===== src/rtl/store_unit_if.sv =====
// store_unit_if: store request, memory/IO write ports and hazard/status signals of the store unit.
// slave  : store_unit view (consumes st_*, io_ready, ld_addr; drives write ports and status).
// master : pipeline/memory-side view (the opposite directions).
interface store_unit_if #(parameter int MEM_AW = 14);
  logic              st_valid;
  logic              st_ready;
  logic [2:0]        st_funct3;
  logic              st_fp;
  logic [31:0]       st_addr;
  logic [31:0]       st_data;
  logic              imem_wr_allow;
  logic [3:0]        dmem_we;
  logic [MEM_AW-1:0] dmem_addr;
  logic [31:0]       dmem_din;
  logic [3:0]        imem_we;
  logic [MEM_AW-1:0] imem_addr;
  logic [31:0]       imem_din;
  logic              io_valid;
  logic              io_ready;
  logic [31:0]       io_addr;
  logic [31:0]       io_wdata;
  logic [3:0]        io_we;
  logic [31:0]       ld_addr;
  logic              ld_hazard;
  logic              empty;
  logic              misalign_err;
  modport slave (
    input  st_valid, st_funct3, st_fp, st_addr, st_data, imem_wr_allow, io_ready, ld_addr,
    output st_ready, dmem_we, dmem_addr, dmem_din, imem_we, imem_addr, imem_din,
           io_valid, io_addr, io_wdata, io_we, ld_hazard, empty, misalign_err
  );
  modport master (
    output st_valid, st_funct3, st_fp, st_addr, st_data, imem_wr_allow, io_ready, ld_addr,
    input  st_ready, dmem_we, dmem_addr, dmem_din, imem_we, imem_addr, imem_din,
           io_valid, io_addr, io_wdata, io_we, ld_hazard, empty, misalign_err
  );
endinterface


===== src/rtl/store_unit.sv =====
// store_unit: aligns SB/SH/SW/FSW requests, buffers them in order and drains to DMEM, IMEM or IO.
// clk : rising-edge clock
// rst : asynchronous active-low reset
// bus : store_unit_if.slave carrying the store request, DMEM/IMEM/IO write ports,
//       load hazard query, empty flag and misalign_err pulse
module store_unit #(
  parameter int DEPTH  = 2,
  parameter int MEM_AW = 14
) (
  input logic        clk,
  input logic        rst,
  store_unit_if.slave bus
);
  localparam int PW = (DEPTH > 1) ? $clog2(DEPTH) : 1;
  logic [PW-1:0] rd, wr, off;
  logic [PW:0]   cnt;
  logic [31:0]   a_q [DEPTH];
  logic [31:0]   d_q [DEPTH];
  logic [3:0]    w_q [DEPTH];
  logic [2:0]    t_q [DEPTH];
  logic          wd, hf, bt, bad, dm, im, io, acc, push, pop, hv, hz;
  logic [3:0]    we, rg;
  logic [31:0]   dat;
  always_comb begin
    wd   = bus.st_fp || bus.st_funct3 == 3'b010;
    hf   = !bus.st_fp && bus.st_funct3 == 3'b001;
    bt   = !bus.st_fp && bus.st_funct3 == 3'b000;
    bad  = !(wd || hf || bt) || (hf && bus.st_addr[0]) || (wd && bus.st_addr[1:0] != 2'b00);
    we   = wd ? 4'hf : hf ? (bus.st_addr[1] ? 4'hc : 4'h3) : 4'b0001 << bus.st_addr[1:0];
    dat  = wd ? bus.st_data : hf ? {2{bus.st_data[15:0]}} : {4{bus.st_data[7:0]}};
    rg   = bus.st_addr[31:28];
    dm   = rg == 4'h1 || rg == 4'h3;
    im   = (rg == 4'h2 || rg == 4'h3) && bus.imem_wr_allow;
    io   = rg == 4'h8;
    acc  = bus.st_valid && bus.st_ready;
    // silently-dropped targets handshake but never take an entry
    push = acc && !bad && (dm || im || io);
    hv   = cnt != '0;
    pop  = hv && (t_q[rd][2] ? bus.io_ready : 1'b1);
  end
  always_comb begin
    hz  = 1'b0;
    off = '0;
    for (int i = 0; i < DEPTH; i++) begin
      // entry i is live when its distance from the read pointer is below the count
      off = PW'(i) - rd;
      if ({1'b0, off} < cnt && a_q[i][31:2] == bus.ld_addr[31:2]) hz = 1'b1;
    end
  end
  assign bus.st_ready  = cnt < (PW+1)'(DEPTH);
  assign bus.empty     = !hv;
  assign bus.ld_hazard = hz;
  assign bus.dmem_we   = (hv && t_q[rd][0]) ? w_q[rd] : 4'h0;
  assign bus.imem_we   = (hv && t_q[rd][1]) ? w_q[rd] : 4'h0;
  assign bus.dmem_addr = a_q[rd][MEM_AW+1:2];
  assign bus.imem_addr = a_q[rd][MEM_AW+1:2];
  assign bus.dmem_din  = d_q[rd];
  assign bus.imem_din  = d_q[rd];
  assign bus.io_valid  = hv && t_q[rd][2];
  assign bus.io_addr   = a_q[rd];
  assign bus.io_wdata  = d_q[rd];
  assign bus.io_we     = bus.io_valid ? w_q[rd] : 4'h0;
  always_ff @(posedge clk or negedge rst) begin
    if (!rst) begin
      rd               <= '0;
      wr               <= '0;
      cnt              <= '0;
      bus.misalign_err <= 1'b0;
    end else begin
      bus.misalign_err <= acc && bad;
      if (push) wr <= wr + 1'b1;
      if (pop) rd <= rd + 1'b1;
      cnt <= cnt + (PW+1)'(push) - (PW+1)'(pop);
    end
  end
  always_ff @(posedge clk) begin
    if (push) begin
      a_q[wr] <= bus.st_addr;
      d_q[wr] <= dat;
      w_q[wr] <= we;
      t_q[wr] <= {io, im, dm};
    end
  end
endmodule


===== src/flat_wrapper.sv =====
// flat-port wrapper written by rule: the top's interface ports become plain ports
module store_unit_flat 
#(
  parameter int DEPTH  = 2,
  parameter int MEM_AW = 14
)
  (clk, rst, bus_st_valid, bus_st_funct3, bus_st_fp, bus_st_addr, bus_st_data, bus_imem_wr_allow, bus_io_ready, bus_ld_addr, bus_st_ready, bus_dmem_we, bus_dmem_addr, bus_dmem_din, bus_imem_we, bus_imem_addr, bus_imem_din, bus_io_valid, bus_io_addr, bus_io_wdata, bus_io_we, bus_ld_hazard, bus_empty, bus_misalign_err);
  store_unit_if #(.MEM_AW(MEM_AW)) bus_i ();
  input logic clk;
  input logic rst;
  input wire logic [$bits(bus_i.st_valid)-1:0] bus_st_valid;
  input wire logic [$bits(bus_i.st_funct3)-1:0] bus_st_funct3;
  input wire logic [$bits(bus_i.st_fp)-1:0] bus_st_fp;
  input wire logic [$bits(bus_i.st_addr)-1:0] bus_st_addr;
  input wire logic [$bits(bus_i.st_data)-1:0] bus_st_data;
  input wire logic [$bits(bus_i.imem_wr_allow)-1:0] bus_imem_wr_allow;
  input wire logic [$bits(bus_i.io_ready)-1:0] bus_io_ready;
  input wire logic [$bits(bus_i.ld_addr)-1:0] bus_ld_addr;
  output wire logic [$bits(bus_i.st_ready)-1:0] bus_st_ready;
  output wire logic [$bits(bus_i.dmem_we)-1:0] bus_dmem_we;
  output wire logic [$bits(bus_i.dmem_addr)-1:0] bus_dmem_addr;
  output wire logic [$bits(bus_i.dmem_din)-1:0] bus_dmem_din;
  output wire logic [$bits(bus_i.imem_we)-1:0] bus_imem_we;
  output wire logic [$bits(bus_i.imem_addr)-1:0] bus_imem_addr;
  output wire logic [$bits(bus_i.imem_din)-1:0] bus_imem_din;
  output wire logic [$bits(bus_i.io_valid)-1:0] bus_io_valid;
  output wire logic [$bits(bus_i.io_addr)-1:0] bus_io_addr;
  output wire logic [$bits(bus_i.io_wdata)-1:0] bus_io_wdata;
  output wire logic [$bits(bus_i.io_we)-1:0] bus_io_we;
  output wire logic [$bits(bus_i.ld_hazard)-1:0] bus_ld_hazard;
  output wire logic [$bits(bus_i.empty)-1:0] bus_empty;
  output wire logic [$bits(bus_i.misalign_err)-1:0] bus_misalign_err;
  assign bus_i.st_valid = bus_st_valid;
  assign bus_i.st_funct3 = bus_st_funct3;
  assign bus_i.st_fp = bus_st_fp;
  assign bus_i.st_addr = bus_st_addr;
  assign bus_i.st_data = bus_st_data;
  assign bus_i.imem_wr_allow = bus_imem_wr_allow;
  assign bus_i.io_ready = bus_io_ready;
  assign bus_i.ld_addr = bus_ld_addr;
  assign bus_st_ready = bus_i.st_ready;
  assign bus_dmem_we = bus_i.dmem_we;
  assign bus_dmem_addr = bus_i.dmem_addr;
  assign bus_dmem_din = bus_i.dmem_din;
  assign bus_imem_we = bus_i.imem_we;
  assign bus_imem_addr = bus_i.imem_addr;
  assign bus_imem_din = bus_i.imem_din;
  assign bus_io_valid = bus_i.io_valid;
  assign bus_io_addr = bus_i.io_addr;
  assign bus_io_wdata = bus_i.io_wdata;
  assign bus_io_we = bus_i.io_we;
  assign bus_ld_hazard = bus_i.ld_hazard;
  assign bus_empty = bus_i.empty;
  assign bus_misalign_err = bus_i.misalign_err;
  store_unit #(.DEPTH(DEPTH), .MEM_AW(MEM_AW)) u_core (.clk(clk), .rst(rst), .bus(bus_i));
endmodule

===== config.mk =====
export PLATFORM = sky130hd
export DESIGN_NAME = store_unit_flat
export DESIGN_NICKNAME = d
export VERILOG_FILES = /design/src/rtl/store_unit_if.sv /design/src/rtl/store_unit.sv /design/src/flat_wrapper.sv
export SDC_FILE = /design/constraint.sdc
export NUM_CORES = 1
export LEC_CHECK = 0
export BUFFER_PORTS_ARGS = -buffer_cell sky130_fd_sc_hd__buf_4
export CORE_MARGIN = 2
export CORE_UTILIZATION = 53
export DETAILED_ROUTE_END_ITERATION = 10
export GPL_ROUTABILITY_DRIVEN = 0
export PLACE_DENSITY = 0.9
export SLEW_MARGIN = 10
export SYNTH_ARGS = -nofsm -noshare
export SYNTH_HDL_FRONTEND = slang
export SYNTH_SLANG_ARGS = --single-unit
export TNS_END_PERCENT = 5

===== constraint.sdc =====
create_clock -name clk -period 11.15 [get_ports clk]
set_input_delay 3.345 -clock clk [delete_from_list [all_inputs] [get_ports clk]]
set_output_delay 3.345 -clock clk [all_outputs]
set_load 0.1 [all_outputs]

-- Word level (Yosys, flattened, before mapping)
Memory sizes are Yosys's and may differ from the RTL's.
Index checks and enable logic that the tools add are counted.
- multiplexer cells: 13
- shifts and indexed selects: 1
- order comparisons: 3
- equality and inequality tests: 8
- $add $sub $neg: 6
- reduce and logical (&&, ||, !) cells: 31
- operators by type and width (kind ; number):
    two-way mux 32 bit ; 2
    equality test 30 bit ; 2
    two-way mux 4 bit ; 6
    logical AND 1 bit ; 15
    logical OR 1 bit ; 9
    equality test 4 x 2 -> 1 bit (second input constant) ; 2
    two-way mux 1 bit ; 5
    equality test 4 x 1 -> 1 bit (second input constant) ; 1
    equality test 4 bit (second input constant) ; 1
    zero test 1 bit ; 4
    less-than comparator 1 x 2 -> 1 bit ; 2
    nonzero test 2 bit ; 2
    << shifter 1 x 2 -> 4 bit (first input constant) ; 1
    equality test 3 x 1 -> 1 bit (second input constant) ; 1
    equality test 3 x 2 -> 1 bit (second input constant) ; 1
    zero test 3 bit ; 1
    adder 1 bit (second input constant) ; 2
    adder 2 x 1 -> 2 bit ; 1
    less-than comparator 2 bit (second input constant) ; 1
    subtractor 1 bit (first input constant) ; 2
    subtractor 2 x 1 -> 2 bit ; 1
- logic and storage cells: 70
- output and inout port bits: 173
- bits in registers: 5
- memories kept: 4
- memory bits (writable): 142
- memories (memory ; depth ; width ; read ports ; clocked after memory_dff ; wr ports ; RTL line ; source):
    u_core.a_q ; 2 ; 32 ; 3 ; 0 ; 1 ; store_unit.sv:17 ; logic [31:0] a_q [DEPTH];
    u_core.d_q ; 2 ; 32 ; 1 ; 0 ; 1 ; store_unit.sv:18 ; logic [31:0] d_q [DEPTH];
    u_core.w_q ; 2 ; 4 ; 1 ; 0 ; 1 ; store_unit.sv:19 ; logic [3:0] w_q [DEPTH];
    u_core.t_q ; 2 ; 3 ; 1 ; 0 ; 1 ; store_unit.sv:20 ; logic [2:0] t_q [DEPTH];

-- Logic depth before layout (Yosys ltp)
- word-level depth: 12
- gate-level depth with buffers: 9

-- Worst setup path before layout
No wires, ideal clock.
- kind: input to output
- start: input port bus_ld_addr[27]
- end: output port bus_ld_hazard
- arrival: 5588 ps
- required time: 7805 ps
- buffers on the path: 0
- setup slack: 2217 ps
- cell stages on the path: 4
- cell sequence: xor2_1 -> nor4_1 -> nand2_1 -> o41ai_2
- longest elaborated chain between the ends: 4
- elaborated cells between the ends (all ways): 6
- ends and longest elaborated chain (item ; RTL line ; source):
    from (decl) ; flat_wrapper.sv:18 ; input wire logic [$bits(bus_i.ld_addr)-1:0] bus_ld_addr;
    equality test 30 bit ; store_unit.sv:47 ; if ({1'b0, off} < cnt && a_q[i][31:2] == bus.ld_addr[31:2]) hz = 1'b1;
    logical AND 1 bit ; store_unit.sv:47 ;
    two-way mux 1 bit ; store_unit.sv:47 ;
    two-way mux 1 bit * ; store_unit.sv:47 ;
    to (decl) ; flat_wrapper.sv:30 ; output wire logic [$bits(bus_i.ld_hazard)-1:0] bus_ld_hazard;
Mark *: on every way between the ends. The rest lies on a longest branch, timed or not.

-- Worst setup path in the final report
Ends and elaborated chain as after synthesis.

==> run_results.csv <==
group,metric,value,unit
cts,clk_path_buf_depth,2,
place,post-place-ws,2.78,ns
logic_synthesis,netlist_area,0.00732,mm^2
critical_path,reg2reg_slack,8.56,ns
logic_synthesis,synth-compound-area-share,0.0178,
logic_synthesis,yosys-top-cells-area,"edfxtp_1 (58%), mux2_2 (11%), buf_4 (9.7%), xor2_1 (4.4%), xnor2_1 (3.2%)",
route,wl,17.3,mm
cts,clock-root-buffer,"clkbuf_16",
cts,post_cts_resized,0,
cts,clkSinkCount,147,
cts,clock_latency,0.41,ns
logic_synthesis,synth_mux_area_frac,0.148,
cts,clk_pin_slew,0.06,ns
timing,maxSlewViolCount,0,
critical_path,reg2reg_depth,8,
critical_path,cp-end-kind,"output port",
grt,antenna_found_initial,0,
logic_synthesis,yosys_warnings,0,
logic_synthesis,synth_top_family_by_area,"multiplexers",
logic_synthesis,yosys.area.top_type_share,0.583,
min_path,min_path_type,"flop to flop",
cts,htreeDepth,4,
logic_synthesis,synth_fp_nets,610,
timing,setup_viol,0,
die,ios,278,
layout,drive_gt1_frac,0.560,
grt,grt_overflow,0,
timing,fmax,119,MHz
grt,grt_usage,0.228,
timing,post-route-min-period,8.41,ns
route,dr.pass1.iters,4,
logic_synthesis,synth-adder-area-share,0.00342,
layout,diodes,0,
critical_path,startpoint_type,"input port",
layout,area.growth.synth_to_final,28.7,%
place,placed_cell_area,0.00887,mm^2
logic_synthesis,ys_seq_area_frac,0.600,
logic_synthesis,synth_cell_types,32,
cts,cts_tree,"built",
logic_synthesis,synth_xor_area_frac,0.0766,
die,dieArea,0.0148,mm^2
critical_path,crit_arrival,5.07,ns
layout,finalNetCount,802,
timing,worst_pin_slew,1.18,ns
outcome,outcome,"completed",
logic_synthesis,syn_inst,503,
run,maxCapViolations,0,
place,numPortBuffers,275,
die,die_h,121,um
logic_synthesis,synth_area_per_cell,14.5,um^2
route,wl_per_cell,19.5,um
grt,grt_pass1_wl,24.6,mm
logic_synthesis,yosys.area_share.simple,0.0460,
timing,relSlewSlack,0.212,
die,fp.coreArea,0.0133,mm^2
logic_synthesis,yosys.area.top_type,"edfxtp_1",
route,vias_per_cell,5.27,
timing,fin_ws,2.74,ns
timing,fin_skew,0.00654,ns
route,drc_errors,0,
layout,final_area,0.00942,mm^2
timing,fin_crit_sh,0.755,
route,drtIter0Drc,258,
route,dr_total_vias,4653,
layout,final_core_util,0.706,
critical_path,required,7.81,ns
timing,final_hold_viol_count,0,
die,placementRows,42,
logic_synthesis,synth_seq_cells,147,
cts,post_cts_buffers,0,
layout,fillers,892,
grt,grt_start_max_net_pins,75,
min_path,whs_path_depth,1,
timing,fin_setup_tns,0,ns
place,hpwl,12.5,mm
cts,numCtsBuffers,17,
route,detail-route-antenna-nets,0,
die,die_x,121,um
timing,rsz0062_at_grt,"false",
grt,grt_pass1_vias,4735,
cts,holdBufCountCts,0,
critical_path,path_class,"input port to output port",
die,start_util,0.548,
critical_path,path_max_fanout,2,
-- path summary, 6_finish.rpt --
path                                 endpoint            start
min in group asynchronous       u_core.cnt[0]              rst
worst min register to register      u_core.wr        u_core.wr
worst max register to register  u_core.cnt[1]        u_core.rd
worst min-delay path                u_core.wr        u_core.wr
worst max-delay path            bus_ld_hazard  bus_ld_addr[27]
max in group asynchronous           u_core.rd              rst
-- critical path, cell delays in order --
cell	delay [ns]
buf_4	0.12
xor2_1	0.14
nor4_1	0.53
nand2_1	0.15
o41ai_2	0.41
buf_4	0.37
-- layer usage --
| metal | routed length [um] | GRT usage |
|---|---|---|
| met5 | 0 | 0 |
| met4 | 375 | 0.0977 |
| met3 | 1240 | 0.0587 |
| met2 | 9430 | 0.424 |
| met1 | 6230 | 0.244 |
-- registers in the layout, indices dropped and copies added (netlist names) --
name	count
u_core.t_q	6
u_core.cnt	2
u_core.rd	1
u_core.d_q	64
u_core.w_q	8
u_core.wr	1
u_core.a_q	64
u_core.bus.misalign_err	1
-- cells in the mapped netlist, drive strengths merged --
library cell,instances
edfxtp,142
inv,6
nor3b,1
a211oi,1
nand4,7
a21oi,10
nand2,5
o311ai,1
nand3,1
ha,2
nor4b,2
or2,1
xnor2,27
nor4,9
buf,105
dfrtp,5
nor2,28
o41ai,1
nor3,3
mux2,82
and2,1
nor2b,4
xor2,37
o21ai,8
and4,1
mux2i,13
-- layout make-up --
cell class / instances / area, um^2 / share of cell area
Multi-Input combinational cell: 245 / 2150 / 0.228
Clock buffer: 18 / 429 / 0.0456
Tap cell: 176 / 220 / 0.0234
Inverter: 6 / 22.5 / 0.00239
Sequential cell: 147 / 4390 / 0.466
Clock inverter: 13 / 119 / 0.0126
Timing Repair Buffer: 278 / 2090 / 0.222
-- cells by family after synthesis --
group / after synthesis
DFF: 147
buffers and inverters: 111
muxes: 95
xor gates and xnor gates: 64
and+or+nand+nor: 63
AOI/OAI and AO/OA: 21
adders and majority gates: 2
-- layout by cell type (no fill, tap or decap), types with 5 or more instances in the layout --
cell	netlist	final
mux2i_1	13	13
nand4_1	7	7
clkbuf_16	0	17
xor2_1	37	37
o21ai_0	7	7
nor4_1	9	9
mux2_4	8	8
buf_4	95	278
mux2_2	74	74
edfxtp_1	142	142
nand2_1	5	5
xnor2_1	27	27
nor2_1	28	27
a21oi_1	10	9
inv_1	5	5
-- per-stage QoR --
stage / hold WS [ns] / cells
after floorplan: 0.460 / 503
after global placement: 0.538 / 852
after detailed placement: 0.559 / 852
after CTS: 0.571 / 883
after global routing: 0.601 / 883
final: 0.571 / 883
Power is left out: the tool's default activity adds up to more than one toggle a clock period on the data nets, which glitch-free logic cannot reach.
